--- config.mk ---
export PLATFORM = sky130hd
export DESIGN_NAME = wb_ctrl
export DESIGN_NICKNAME = d
export VERILOG_FILES = /design/src/rtl/wb_ctrl.sv
export SDC_FILE = /design/constraint.sdc
export NUM_CORES = 1
export LEC_CHECK = 0
export BUFFER_PORTS_ARGS = -buffer_cell sky130_fd_sc_hd__clkbuf_2
export CORE_UTILIZATION = 48
export CTS_CLUSTER_SIZE = 8
export DETAILED_ROUTE_END_ITERATION = 7
export PLACE_DENSITY = 0.78
export SYNTH_ARGS = -nofsm -noshare
export SYNTH_HDL_FRONTEND = slang
export SYNTH_SLANG_ARGS = --single-unit
--- constraint.sdc ---
create_clock -name clk -period 2.9 [get_ports clk]
set_input_delay 0.145 -clock clk [delete_from_list [all_inputs] [get_ports clk]]
set_output_delay 0.145 -clock clk [all_outputs]
set_load 0.02 [all_outputs]
--- src/rtl/wb_ctrl.sv ---
// Write-back stage: merges ex results with buffered multi-cycle results onto the regfile port.
// Latency 1 to reg_*_o; ex never stalls, mc is throttled by mc_ready_o when the FIFO is full.
module wb_ctrl #(
   parameter int DEPTH = 4,
   parameter int AW    = 5,
   parameter int DW    = 32
) (
   input  logic          clk,
   input  logic          rst,
   input  logic          ex_wen_i,
   input  logic [AW-1:0] ex_waddr_i,
   input  logic [DW-1:0] ex_wdata_i,
   input  logic          mc_valid_i,
   output logic          mc_ready_o,
   input  logic [AW-1:0] mc_waddr_i,
   input  logic [DW-1:0] mc_wdata_i,
   input  logic [AW-1:0] hz_raddr1_i,
   input  logic [AW-1:0] hz_raddr2_i,
   output logic          hz_stall_o,
   output logic          reg_wen_o,
   output logic [AW-1:0] reg_waddr_o,
   output logic [DW-1:0] reg_wdata_o
);

   localparam int PW = $clog2(DEPTH);
   localparam int CW = $clog2(DEPTH + 1);

   typedef struct packed {
      logic          vld;
      logic [AW-1:0] addr;
      logic [DW-1:0] dat;
   } ent_t;

   ent_t          fifo_q [DEPTH];
   ent_t          fifo_d [DEPTH];
   logic [PW-1:0] head_q, head_d, tail_q, tail_d;
   logic [CW-1:0] cnt_q, cnt_d;
   logic          reg_wen_q, reg_wen_d;
   logic [AW-1:0] reg_waddr_q, reg_waddr_d;
   logic [DW-1:0] reg_wdata_q, reg_wdata_d;

   logic ex_act, push, pop;

   always_comb begin
      ex_act     = ex_wen_i && (ex_waddr_i != '0);
      mc_ready_o = rst && (cnt_q != CW'(DEPTH));
      push       = mc_valid_i && mc_ready_o && (mc_waddr_i != '0);
      pop        = !ex_act && (cnt_q != '0);

      // ex is youngest: any buffered write to the same rd becomes stale
      for (int i = 0; i < DEPTH; i++) begin
         fifo_d[i] = fifo_q[i];
         if (ex_act && fifo_q[i].addr == ex_waddr_i)
            fifo_d[i].vld = 1'b0;
      end
      if (pop)
         fifo_d[head_q].vld = 1'b0;
      if (push) begin
         fifo_d[tail_q].vld  = !(ex_act && mc_waddr_i == ex_waddr_i);
         fifo_d[tail_q].addr = mc_waddr_i;
         fifo_d[tail_q].dat  = mc_wdata_i;
      end

      head_d = head_q + PW'(pop);
      tail_d = tail_q + PW'(push);
      cnt_d  = cnt_q + CW'(push) - CW'(pop);

      reg_wen_d   = 1'b0;
      reg_waddr_d = reg_waddr_q;
      reg_wdata_d = reg_wdata_q;
      if (ex_act) begin
         reg_wen_d   = 1'b1;
         reg_waddr_d = ex_waddr_i;
         reg_wdata_d = ex_wdata_i;
      end else if (pop && fifo_q[head_q].vld) begin
         reg_wen_d   = 1'b1;
         reg_waddr_d = fifo_q[head_q].addr;
         reg_wdata_d = fifo_q[head_q].dat;
      end

      hz_stall_o = 1'b0;
      for (int i = 0; i < DEPTH; i++) begin
         if (fifo_q[i].vld &&
             ((fifo_q[i].addr == hz_raddr1_i && hz_raddr1_i != '0) ||
              (fifo_q[i].addr == hz_raddr2_i && hz_raddr2_i != '0)))
            hz_stall_o = rst;
      end
   end

   always_ff @(posedge clk) begin
      if (!rst) begin
         for (int i = 0; i < DEPTH; i++) fifo_q[i] <= '0;
         head_q      <= '0;
         tail_q      <= '0;
         cnt_q       <= '0;
         reg_wen_q   <= 1'b0;
         reg_waddr_q <= '0;
         reg_wdata_q <= '0;
      end else begin
         for (int i = 0; i < DEPTH; i++) fifo_q[i] <= fifo_d[i];
         head_q      <= head_d;
         tail_q      <= tail_d;
         cnt_q       <= cnt_d;
         reg_wen_q   <= reg_wen_d;
         reg_waddr_q <= reg_waddr_d;
         reg_wdata_q <= reg_wdata_d;
      end
   end

   assign reg_wen_o   = reg_wen_q;
   assign reg_waddr_o = reg_waddr_q;
   assign reg_wdata_o = reg_wdata_q;

endmodule

==> metrics.csv, run 1 <==
metric,value,unit
status,"complete, no violations",
share of cells above drive strength 1,21.2,%
DRC,0,
Net Switching,2040,uW
Post-synth EDFFs,0,
Post-Route WL,22700,um
"flops & latches, synth",197,
die area,19500,sq um
Final Critical Period,2820,ps
Mapped Cells,955,
FF-to-FF Start,cnt_q[1],
Multi-input gate area,4760,sq um
total leakage power,0.00406,uW
Final Util,58.1,%
Ys Warns,0,
GRT Resource Usage Total,23.7,%
maximum VDD drop,0.000492,V
antenna cells,0,
reg2reg path depth,6,
Power per Cell Area,638,nW/um^2
Cell Int Power,4870,uW
Post-Layout Cell Count,1324,
Synth-to-Final Area Change,18.8,%
post-layout net count,1170,
register area,3950,sq um
setup violators final,0,
reg2reg setup slack,200,ps
Slew headroom,28.3,%
Final HPWL DP,14300,um
Max-cap violations,0,
Slew @ Worst Pin,1070,ps
Flop pwr share,43.4,%
CP endpoint,cnt_q[2],
initial antenna violation count,0,
CTS tree,yes,
most frequent cells in the layout,"dfxtp_1, nand2_1, clkbuf_2, nor2_1, mux2i_1",
first-pass GRT wire length,36400,um
via count,7333,
Initial Utilization,48.9,%
Setup CP Type,in2reg,
Critical Path Start,mc_waddr_i[4],
CTS H-tree depth,4,
setup TNS,0,ps
IO Pins,128,
CP Launch Type,input pin,
min-delay worst type,in2reg,
post-route cell area,10800,sq um
DRT Pass-1 Iters,5,
GRT overflow,0,
clock latency at the later pin of the worst-skew pair,430,ps
post-cts sizing count,0,
crit path capture type,register,
unrepaired setup endpoints after global routing,no,
I/O Buffers,127,
worst reg2reg endpoint,fifo_q[3][12],
Sink Count,197,
clock tree buffer depth,2,
vias in the first global route,7058,
critical path arrival,3120,ps
DP Area,9850,sq um
ys flop type,dfxtp_1,
core area,18600,sq um
DIE WIDTH,140,um
crit share post-route,97.3,%
Critical Path RT,3200,ps
DR vias/cell,5.54,
Clock Skews,12.7,ps
"most common cell after layout, fill and taps aside",dfxtp_1,
initial DRC count,452,
clock-pin slew on the worst setup and hold paths,70,ps
mapped cell area,9120,sq um
FMAX,0.355,GHz
Fill cells,1578,
Core Rows,50,
wire per inst,17.1,um
Netlist cell types,41,
"critical path fanouts, max",6,
Avg Inst Size Synth,9.55,sq um
GP Congestion,0.924,
TritonCTS Buffers,17,
ys async rst share,0,%
placed cell count,1257,
hold_ws,23.7,ps
combinational power share,20.2,%
Switching Share,29.5,%
max-slew violations,0,
die height,140,um
Synth Net Count,1048,
Clk pwr share,36.4,%
Final Hold Fails,0,
DRT antenna net count,0,
post-synthesis sequential area ratio,43.3,%
Root Buffer,clkbuf_16,
largest net degree at the start of global routing,98,
[Yosys cell counts, types with 7 or more instances]
| cell type | n | area (sq um) |
|---|---|---|
| xnor2_1 | 43 | 377 |
| mux2i_1 | 109 | 1090 |
| clkbuf_1 | 47 | 176 |
| xor2_1 | 26 | 228 |
| buf_2 | 10 | 50.1 |
| nor2_1 | 114 | 428 |
| nor4_1 | 10 | 62.6 |
| a21oi_1 | 75 | 375 |
| a211oi_1 | 32 | 240 |
| mux4_2 | 38 | 856 |
| o21ai_0 | 7 | 35.0 |
| nand3_1 | 21 | 105 |
| buf_1 | 8 | 30.0 |
| buf_6 | 11 | 124 |
| dfxtp_1 | 197 | 3940 |
| nand2_1 | 157 | 589 |
[how the worst min path moves through the flow]
stage / startpoint / endpoint / slack (ps) / cells past startpoint
after floorplan: mc_wdata_i[0] / fifo_q[0][0] / 280 / 2
after global placement: mc_wdata_i[7] / fifo_q[0][7] / 420 / 3
after detailed placement: mc_wdata_i[31] / fifo_q[2][31] / 420 / 3
after CTS: ex_wen_i / reg_waddr_o[4] / 5 / 3
after global routing: ex_wen_i / reg_waddr_o[0] / 20 / 3
final: mc_waddr_i[0] / fifo_q[2][32] / 20 / 3
[state kept, by name (all words and copies together), names as in the netlist]
name         count
fifo_q         152
tail_q           2
head_q           2
reg_waddr_o      5
reg_wen_o        1
reg_wdata_o     32
cnt_q            3
[critical path, cell delays in order]
cell and delay [ps]:
dlygate4sd3_1 540, clkbuf_2 160, or4_1 610, o211ai_2 250, or2_2 170, ha_1 220, inv_1 60, ha_1 130
inv_1 50, fa_1 390, xor2_1 190, xnor2_1 150, nor2_1 50
[power by group through the flow]
stage	Combinational (uW)	Sequential [uW]	Clock, uW
2_1_floorplan	901	3090	0
3_3_place_gp	1330	3050	0
3_5_place_dp	1350	3060	0
4_1_cts	1390	3000	2560
5_1_grt	1520	3020	2660
6_report	1400	3000	2520
[layout make-up]
| cell class | instances | area share [%] |
|---|---|---|
| multi-input cells | 670 | 43.9 |
| flip-flops and latches | 197 | 36.4 |
| repair buffers | 184 | 10.9 |
| clock buffers | 18 | 4.05 |
| well taps | 234 | 2.70 |
| clock inverters | 14 | 1.74 |
| inverters | 7 | 0.266 |
[per-layer routing]
metal | track usage (%) | vias to the layer above | wire length [um]
met4 | 9.02 | 0 | 447
met5 | 0 | - | 0
met2 | 39.6 | 258 | 10900
li1 | - | 3540 | -
met1 | 30.8 | 3502 | 10100
met3 | 4.13 | 33 | 1320
[through the flow]
stage | total power, uW | worst slack (ps)
floorplan | 4000 | 261
global placement | 4380 | 281
detailed placement | 4410 | 215
CTS | 6950 | 122
global route | 7210 | 3.32
finish | 6910 | 79.4
[repair_timing]
item	CTS	global route
hold buffers	35	0
buffers inserted	0	0
hold endpoints to repair	96	0
[cell families (layout without fill, tap and decap cells)]
family | Yosys count | after routing | synth area share, %
AOI/OAI and AO/OA | 128 | 128 | 8.41
DFF | 197 | 197 | 43.3
adders and majority gates | 5 | 5 | 0.769
buffers and inverters | 88 | 223 | 4.87
and+or+nand+nor | 321 | 321 | 14.7
xor gates and xnor gates | 69 | 69 | 6.63
muxes | 147 | 147 | 21.4
Note: power is estimated with default switching activity, not from simulation.
==> run 2, diff against run 1 <==
CELL_PAD_IN_SITES_DETAIL_PLACEMENT = 0   (was unset)
CELL_PAD_IN_SITES_GLOBAL_PLACEMENT = 1   (was unset)
CORE_UTILIZATION = 44   (was 48)
PLACE_DENSITY = 0.88   (was 0.78)
==> run 2 against run 1 <==
Net effect:
- clock skew is 2.6 ps lower
- combinational power is essentially flat
- non-clock buffer count down 5
- first-iteration DRC count up 3.5%
- clock-buffer cell count is 4 higher
- design area down 0.69%
- fmax rose by 15%
- flip-flop and latch count unchanged
- sequential power about the same
==> metrics.csv, run 2 (same netlist as run 1, synthesis figures left out) <==
metric,value,unit,change
Largest register FFs,152,,unchanged
Max-cap violations,0,,unchanged
min-delay worst type,in2reg,,
Initial Utilization,44.9,%,-4.0 points
Post-Route WL,21800,um,-3.9%
CTS tree,yes,,
reg2reg path depth,7,,+1
clock-pin slew on the worst setup and hold paths,70,ps,about the same
placed cell count,1291,,+2.7%
GP Congestion,0.889,,-3.8%
Power per Cell Area,609,nW/um^2,-4.6%
"most common cell after layout, fill and taps aside",dfxtp_1,,
Crit path max-delay family,simple AND/OR/NAND/NOR gates,,
die area,21300,sq um,+9.0%
DR vias/cell,5.26,,-5.0%
post-cts sizing count,0,,unchanged
Post-Layout Cell Count,1356,,+2.4%
setup TNS,0,ps,unchanged
Crit path top cell by count,buf_4,,
DRT antenna net count,0,,unchanged
unrepaired setup endpoints after global routing,no,,
hold_sp,mc_waddr_i[4],,
initial DRC count,468,,+3.5%
Critical Path RT,3240,ps,+40 ps
slowest CP cell,nor4b_4,,
I/O Buffers,127,,unchanged
Sink Count,197,,unchanged
reg2reg setup slack,440,ps,+240 ps
post-layout net count,1165,,-0.43%
Core Rows,52,,+4.0%
Post-CTS Setup Inserts,0,,unchanged
setup violators final,0,,unchanged
largest reg by FF count,fifo_q,,
PnR worst setup slack,439,ps,+360 ps
Critical Path Max Stage Delay,880,ps,+270 ps
Critical Path Start,cnt_q[1],,
die height,146,um,+4.4%
first-pass GRT wire length,36200,um,-0.49%
vias in the first global route,6893,,-2.3%
Final Util,53.0,%,-5.1 points
Setup CP Type,reg2reg,,
WP buf/inv,2,,-2
FF-to-FF Start,cnt_q[1],,
DIE WIDTH,146,um,+4.4%
Place WS,317,ps,+103 ps
crit share post-route,84.8,%,-12 points
worst reg2reg endpoint,fifo_q[2][22],,
clock tree buffer depth,2,,unchanged
critical-path cell list,"or3b_2, o211ai_2, buf_4, nor4b_4, buf_4, nand2_1, a21oi_1",,
Slew @ Worst Pin,1060,ps,-6.14 ps
hold_ws,18.2,ps,-5.55 ps
Final Critical Period,2460,ps,-360 ps
FMAX,0.406,GHz,+15%
share of cells above drive strength 1,20.8,%,-0.36 points
wire per inst,16.1,um,-6.2%
Final HPWL DP,13700,um,-4.0%
Final Hold Fails,0,,unchanged
core area,20300,sq um,+8.9%
critical path arrival,2800,ps,-320 ps
max-slew violations,0,,unchanged
CP Launch Type,register,,
GRT overflow,0,,unchanged
CTS H-tree depth,4,,unchanged
GRT Resource Usage Total,21.3,%,-2.4 points
maximum VDD drop,0.000396,V,-19%
initial antenna violation count,1,,+1
total leakage power,0.00400,uW,-1.4%
DRT Pass-1 Iters,5,,unchanged
IO Pins,128,,unchanged
via count,7135,,-2.7%
Root Buffer,clkbuf_16,,
Synth-to-Final Area Change,18.0,%,
status,"complete, no violations",,
DRC,0,,unchanged
most frequent cells in the layout,"dfxtp_1, nand2_1, clkbuf_2, nor2_1, mux2i_1",,
largest net degree at the start of global routing,185,,+89%
Fill cells,1878,,+19%
"critical path fanouts, max",21,,+15
TritonCTS Buffers,17,,unchanged
clock latency at the later pin of the worst-skew pair,430,ps,about the same
Slew headroom,28.8,%,+0.50 points
hold-critical path depth,3,,unchanged
WHS Endpoint,fifo_q[2][36],,
Clock Skews,10.1,ps,-2.59 ps
crit path capture type,register,,
[run 2: cell count changes in the layout (fill, tap and decap cells not counted), sizes merged]
cell and change:
diode +1, inv -4, buf -2, clkbuf +4, dlygate4sd3 -3, bufinv -3
clkinv +3
[run 2: per-layer routing]
layer	up-vias	part of all wire, %	GRT usage (%)
li1	3535	-	-
met1	3413	48	29.8
met2	173	46	33.8
met3	14	5.0	4.17
met4	0	0.73	5.21
met5	-	0	0
[run 2: timing repair]
item | in CTS | in global routing
setup endpoints to repair | 0 | 0
hold buffers | 32 | 0
hold endpoints to repair | 82 | 0
[run 2: stage by stage]
stage / instance area (sq um) / total power [uW]
floorplan: 9120 / 4000
global placement: 9900 / 4390
detailed placement: 9900 / 4400
CTS: 10800 / 6610
global route: 10800 / 6880
finish: 10800 / 6550
[run 2: area by class of cell]
class / count / area (sq um) / share of cell area [%]
clock buffers: 22 / 464 / 4.32
inverters: 7 / 28.8 / 0.268
diodes: 1 / 2.50 / 0.0233
flip-flops and latches: 197 / 3950 / 36.7
multi-input cells: 670 / 4760 / 44.2
well taps: 270 / 338 / 3.14
clock inverters: 10 / 73.8 / 0.686
repair buffers: 179 / 1140 / 10.6
[run 2: power breakdown]
group	internal (uW)	total, uW	switching, uW
combinational	588	1380	797
sequential	2870	2990	113
clock	1150	2180	1030
total	4610	6550	1940
[run 2: worst register-to-register path, cell delays in order (launching register included)]
cell	delay [ps]
dfxtp_1	400
or3b_2	170
o211ai_2	90
buf_4	180
nor4b_4	880
buf_4	420
nand2_1	100
a21oi_1	140
[run 2: worst max-delay path by stage]
| stage | end | slack (ps) | depth (start not counted) |
|---|---|---|---|
| final | fifo_q[2][22] | 440 | 7 |
| after floorplan | cnt_q[2] | 260 | 14 |
| after CTS | fifo_q[2][22] | 390 | 7 |
| after global placement | cnt_q[2] | 370 | 12 |
| after detailed placement | cnt_q[2] | 320 | 12 |
| after global routing | fifo_q[2][22] | 200 | 7 |
